$ cat config.mk
export PLATFORM = sky130hd
export DESIGN_NAME = mem_wb_stage
export DESIGN_NICKNAME = d
export VERILOG_FILES = /design/src/rtl/mem_wb_pkg.sv /design/src/rtl/mem_wb_stage.sv
export SDC_FILE = /design/constraint.sdc
export NUM_CORES = 1
export LEC_CHECK = 0
export CAP_MARGIN = 20
export CELL_PAD_IN_SITES_DETAIL_PLACEMENT = 1
export CELL_PAD_IN_SITES_GLOBAL_PLACEMENT = 1
export CORE_ASPECT_RATIO = 0.8
export CORE_MARGIN = 1
export CORE_UTILIZATION = 33
export DETAILED_ROUTE_END_ITERATION = 10
export PLACE_DENSITY = 0.93
export SKIP_LAST_GASP = 1
export SYNTH_ARGS = -nofsm -noshare
export SYNTH_HDL_FRONTEND = slang
export SYNTH_SLANG_ARGS = --single-unit
$ cat constraint.sdc
create_clock -name clk -period 2.35 [get_ports clk]
set_input_delay 0.47 -clock clk [delete_from_list [all_inputs] [get_ports clk]]
set_output_delay 0.47 -clock clk [all_outputs]
set_load 0.005 [all_outputs]
$ cat src/rtl/mem_wb_pkg.sv
// Shared opcode constants for MEM/WB, decode and forwarding.
// Bubbles reuse the SW opcode because the forwarding unit never forwards SW.
package mem_wb_pkg;

  localparam logic [3:0] OP_BRANCH     = 4'b0010;
  localparam logic [3:0] OP_SW         = 4'b0011;
  localparam logic [3:0] OP_LW         = 4'b0100;
  localparam logic [3:0] BUBBLE_OPCODE = OP_SW;

  typedef logic [7:0] cnt_t;

  // Only BRANCH and SW leave the register file untouched
  function automatic logic writes_rf(input logic [3:0] op);
    return (op != OP_BRANCH) && (op != OP_SW);
  endfunction

endpackage

$ cat src/rtl/mem_wb_stage.sv
// MEM->WB pipeline register with load-data wait state.
// A load missing its read data parks here and stalls the pipe.
module mem_wb_stage
  import mem_wb_pkg::*;
#(
  parameter int REG_INDEX_BIT_WIDTH = 4,
  parameter int bitwidth            = 32,
  parameter int LOAD_TIMEOUT        = 15
) (
  input  logic                           clk,
  input  logic                           rst,
  input  logic                           mem_valid,
  input  logic [3:0]                     mem_opcode,
  input  logic [REG_INDEX_BIT_WIDTH-1:0] mem_index,
  input  logic [bitwidth-1:0]            mem_alu_result,
  input  logic [bitwidth-1:0]            dmem_rdata,
  input  logic                           dmem_rvalid,
  input  logic                           stall_in,
  input  logic                           flush_in,
  output logic [3:0]                     wb_opcode,
  output logic [REG_INDEX_BIT_WIDTH-1:0] wb_index,
  output logic [bitwidth-1:0]            wb_data,
  output logic                           wb_we,
  output logic                           load_stall,
  output logic                           load_err
);

  typedef enum logic {
    RUN       = 1'b0,
    LOAD_WAIT = 1'b1
  } state_e;

  localparam cnt_t CNT_LAST = cnt_t'(LOAD_TIMEOUT - 1);

  state_e                         state_q, state_d;
  logic [3:0]                     op_q, op_d;
  logic [REG_INDEX_BIT_WIDTH-1:0] idx_q, idx_d;
  logic [REG_INDEX_BIT_WIDTH-1:0] lidx_q, lidx_d;
  logic [bitwidth-1:0]            data_q, data_d;
  logic                           we_q, we_d;
  logic                           stall_q, stall_d;
  logic                           err_q, err_d;
  cnt_t                           cnt_q, cnt_d;
  logic                           bubble;

  // Next-state: flush beats load wait, load wait beats stall
  always_comb begin
    state_d = state_q;
    op_d    = op_q;
    idx_d   = idx_q;
    lidx_d  = lidx_q;
    data_d  = data_q;
    we_d    = we_q;
    stall_d = stall_q;
    err_d   = err_q;
    cnt_d   = cnt_q;
    bubble  = 1'b0;
    if (flush_in) begin
      bubble  = 1'b1;
      stall_d = 1'b0;
      state_d = RUN;
      cnt_d   = '0;
    end else if (state_q == LOAD_WAIT) begin
      if (dmem_rvalid) begin
        op_d    = OP_LW;
        idx_d   = lidx_q;
        data_d  = dmem_rdata;
        we_d    = 1'b1;
        stall_d = 1'b0;
        state_d = RUN;
      end else if (cnt_q == CNT_LAST) begin
        err_d   = 1'b1;
        bubble  = 1'b1;
        stall_d = 1'b0;
        state_d = RUN;
        cnt_d   = '0;
      end else if (cnt_q != '1) begin
        cnt_d = cnt_q + cnt_t'(1);
      end
    end else if (stall_in) begin
      // hold everything
    end else if (!mem_valid) begin
      bubble = 1'b1;
    end else if (mem_opcode == OP_LW) begin
      if (dmem_rvalid) begin
        op_d   = OP_LW;
        idx_d  = mem_index;
        data_d = dmem_rdata;
        we_d   = 1'b1;
      end else begin
        lidx_d  = mem_index;
        bubble  = 1'b1;
        stall_d = 1'b1;
        cnt_d   = '0;
        state_d = LOAD_WAIT;
      end
    end else begin
      op_d   = mem_opcode;
      idx_d  = mem_index;
      data_d = mem_alu_result;
      we_d   = writes_rf(mem_opcode);
    end
    if (bubble) begin
      op_d   = BUBBLE_OPCODE;
      idx_d  = '0;
      data_d = '0;
      we_d   = 1'b0;
    end
  end

  // State and output registers, bubble on reset
  always_ff @(posedge clk or posedge rst) begin
    if (rst) begin
      state_q <= RUN;
      op_q    <= BUBBLE_OPCODE;
      idx_q   <= '0;
      lidx_q  <= '0;
      data_q  <= '0;
      we_q    <= 1'b0;
      stall_q <= 1'b0;
      err_q   <= 1'b0;
      cnt_q   <= '0;
    end else begin
      state_q <= state_d;
      op_q    <= op_d;
      idx_q   <= idx_d;
      lidx_q  <= lidx_d;
      data_q  <= data_d;
      we_q    <= we_d;
      stall_q <= stall_d;
      err_q   <= err_d;
      cnt_q   <= cnt_d;
    end
  end

  assign wb_opcode  = op_q;
  assign wb_index   = idx_q;
  assign wb_data    = data_q;
  assign wb_we      = we_q;
  assign load_stall = stall_q;
  assign load_err   = err_q;

endmodule

==> flow_summary.yaml <==
finish:
  layout.cells.non_filler: 623
  post-route-util: 0.513
  layout.nets: 566
  layout_commonest_cell: "clkdlybuf4s50_1"
  antenna_cells: 0
  design_area_um2: 4970
  drive_gt1_frac: 0.111
  nFillCells: 1121
  area_growth_pct: 50.5
  final_cell_mix: "119 x clkdlybuf4s50_1, 53 x dfrtp_1, 40 x a21oi_1, 40 x nand2_1, 39 x o21ai_0"
timing:
  skew_ns: 0.00678
  setup_tns_ns: 0
  slew_headroom: 0.680
  worst_pin_slew_ns: 0.479
  finalMaxSlewViolations: 0
  min_period_ns: 2.24
  finalCritPeriodShare: 0.953
  hold_violations: 0
  setup_viol: 0
  fin_ws_ns: 0.111
  max_freq_ghz: 0.447
  grt_setup_unrepaired: "false"
clock_tree:
  insertion_delay_ns: 0.29
  h-tree-depth: 2
  cts-buffers-inserted: 5
  cts-root-buf: "clkbuf_16"
  clock-sinks: 56
  post-cts-setup-buffer-count: 0
  clock_path_buffers: 2
  cts_tree: "built"
  path_clk_slew_ns: 0.07
floorplan:
  ioPinCount: 121
  num_rows: 32
  die_x_um: 114
  die_area_um2: 10400
  core-area_um2: 9690
  dieHeight_um: 91.5
  initial_core_util: 0.341
placement:
  dp_hpwl_mm: 8.63
  dp_cells: 615
  routabilityCongestion: 0.831
  dpl_cell_area_um2: 4820
  io_buffers: 120
  dp_worst_setup_slack_ns: -0.112
logic_synthesis:
  ys_ff_latch: 56
  avgSynthCellArea_um2: 9.08
  yosysTopAreaCellShare: 0.409
  yosysSeqAreaShare: 0.425
  async_flop_share: 1.00
  synth_nets: 444
  syn_area_um2: 3300
  yosysUniqueCellTypes: 48
  synth_area_leaders: "dfrtp_1 41%, mux2i_1 9.7%, o211ai_1 7.5%"
  ys_warn_count: 0
  synth_top_cell_by_area: "dfrtp_1"
  synth_cells: 364
  synth_edf_count: 0
  synthFlopType: "dfrtp_1"
pwr:
  power_density_nw_per_um2: 454
  ir_drop_uv: 303
  cellLeakagePower_nw: 2.00
worst_setup_path:
  arrival_ns: 2.41
  timing.rr.start: "cnt_q[0]$_DFFE_PP0P_"
  cp_slowest_cell: "or4b_1"
  cp_slowest_stage_delay_ns: 0.60
  rr_worst_depth: 6
  start_kind: "flip-flop"
  worstSetupPathType: "flip-flop to flip-flop"
  rrSetupSlack_ns: 0.11
  cp_cell_sequence: "inv_1, ha_1, or4b_1, o21ai_1, nor3_1, a221o_1"
  critical_path.max_fanout: 6
  required_ns: 2.52
  r2r-end: "cnt_q[5]$_DFFE_PP0P_"
  end_kind: "flip-flop"
worst_hold_path:
  hold-path-endpoint: "lidx_q[3]$_DFFE_PP0P_"
  hold_path.class: "flip-flop to flip-flop"
  min_path_cells: 1
  min_from: "lidx_q[3]$_DFFE_PP0P_"
drt:
  wl_per_cell_um: 18.3
  drc: 0
  wl_mm: 11.4
  via_count: 3385
  drtPass1Iterations: 4
  postRouteAntennaNets: 0
  viasPerCell: 5.43
  drtIter0Drc: 151
flow_run:
  drv_cap: 0
grt:
  grt_antenna_before_repair: 0
  globalRouteOverflowTotal: 0
  grt.total_usage: 0.231
  grt_first_pass_wirelength_mm: 18.9
  grt_max_degree: 38
  grt_pass1_vias: 3648
outcome:
  status: "complete, no violations"
## cell families after synthesis
group,after synthesis,share of synthesized area
AOI/OAI and AO/OA,135,0.259
and+or+nand+nor,91,0.137
DFF,56,0.425
buffers and inverters,41,0.0496
muxes,38,0.120
adders and majority gates,2,0.00757
xor gates and xnor gates,1,0.00265
## stage by stage
stage	hold slack (ns)	power (mW)
after floorplan	0.460	1.22
after global placement	0.492	1.50
after detailed placement	0.498	1.52
after CTS	0.514	2.28
after global routing	0.545	2.36
final	0.512	2.26
## synthesized netlist by cell type, types with 3 or more instances
cell type and count:
dfrtp_1 54, a21oi_1 41, nand2_1 40, o21ai_0 40, o211ai_1 33, mux2i_1 32, clkbuf_1 19, inv_1 11
nand3_1 10, nor2_1 9, buf_2 8, nor3_1 8, mux2_2 4, a211o_1 3, a32oi_1 3, buf_1 3
nand3b_1 3, nor2b_1 3
## per-layer routing
metal | up-vias | wire (um) | GRT usage
met1 | 1667 | 4830 | 0.301
met4 | 0 | 152 | 0.0563
met2 | 120 | 5690 | 0.399
met5 | - | 0 | 0
li1 | 1584 | - | -
met3 | 14 | 761 | 0.0367
## critical path, delay by kind of cell, from the launching register on
kind,cells,cell delay (ns)
flops,1,0.42
buf+inv,1,0.12
fa+ha+maj,1,0.17
simple gates,2,0.70
compound gates,2,0.71
## worst max path at each step
stage,cells after the start,start,endpoint
4_1_cts,5,cnt_q[1]$_DFFE_PP0P_,cnt_q[2]$_DFFE_PP0P_
2_1_floorplan,5,mem_opcode[3],lidx_q[0]$_DFFE_PP0P_
3_5_place_dp,6,mem_opcode[3],wb_data[20]$_DFFE_PP0P_
3_3_place_gp,6,mem_opcode[1],wb_data[12]$_DFFE_PP0P_
5_1_grt,5,cnt_q[1]$_DFFE_PP0P_,cnt_q[2]$_DFFE_PP0P_
6_report,6,cnt_q[0]$_DFFE_PP0P_,cnt_q[5]$_DFFE_PP0P_
## layout make-up
class / instances / area [um2] / area share
clock buffer: 7 / 143 / 0.0287
timing repair buffer: 145 / 1450 / 0.291
sequential: 56 / 1410 / 0.283
multi-input combinational: 267 / 1760 / 0.354
clock inverter: 1 / 7.51 / 0.00151
inverter: 11 / 41.3 / 0.00830
tap: 136 / 170 / 0.0342
## what timing repair did
| item | CTS | global route |
|---|---|---|
| resized for setup | 1 | 1 |
| hold buffers | 0 | 0 |
| gates cloned | 0 | 0 |
| setup endpoints to repair | 2 | 2 |
## flip-flops by register name, summed over array words and instances, names as in the netlist
name        flops
load_stall      1
load_err        1
wb_we           1
wb_data        32
cnt_q           8
state_q         1
lidx_q          4
wb_index        4
wb_opcode       4
## report_power, final
part	internal [mW]	switching, mW
sequential	1.00	0.0295
clock	0.426	0.336
combinational	0.268	0.194
Power figures use the tool's default switching activity.
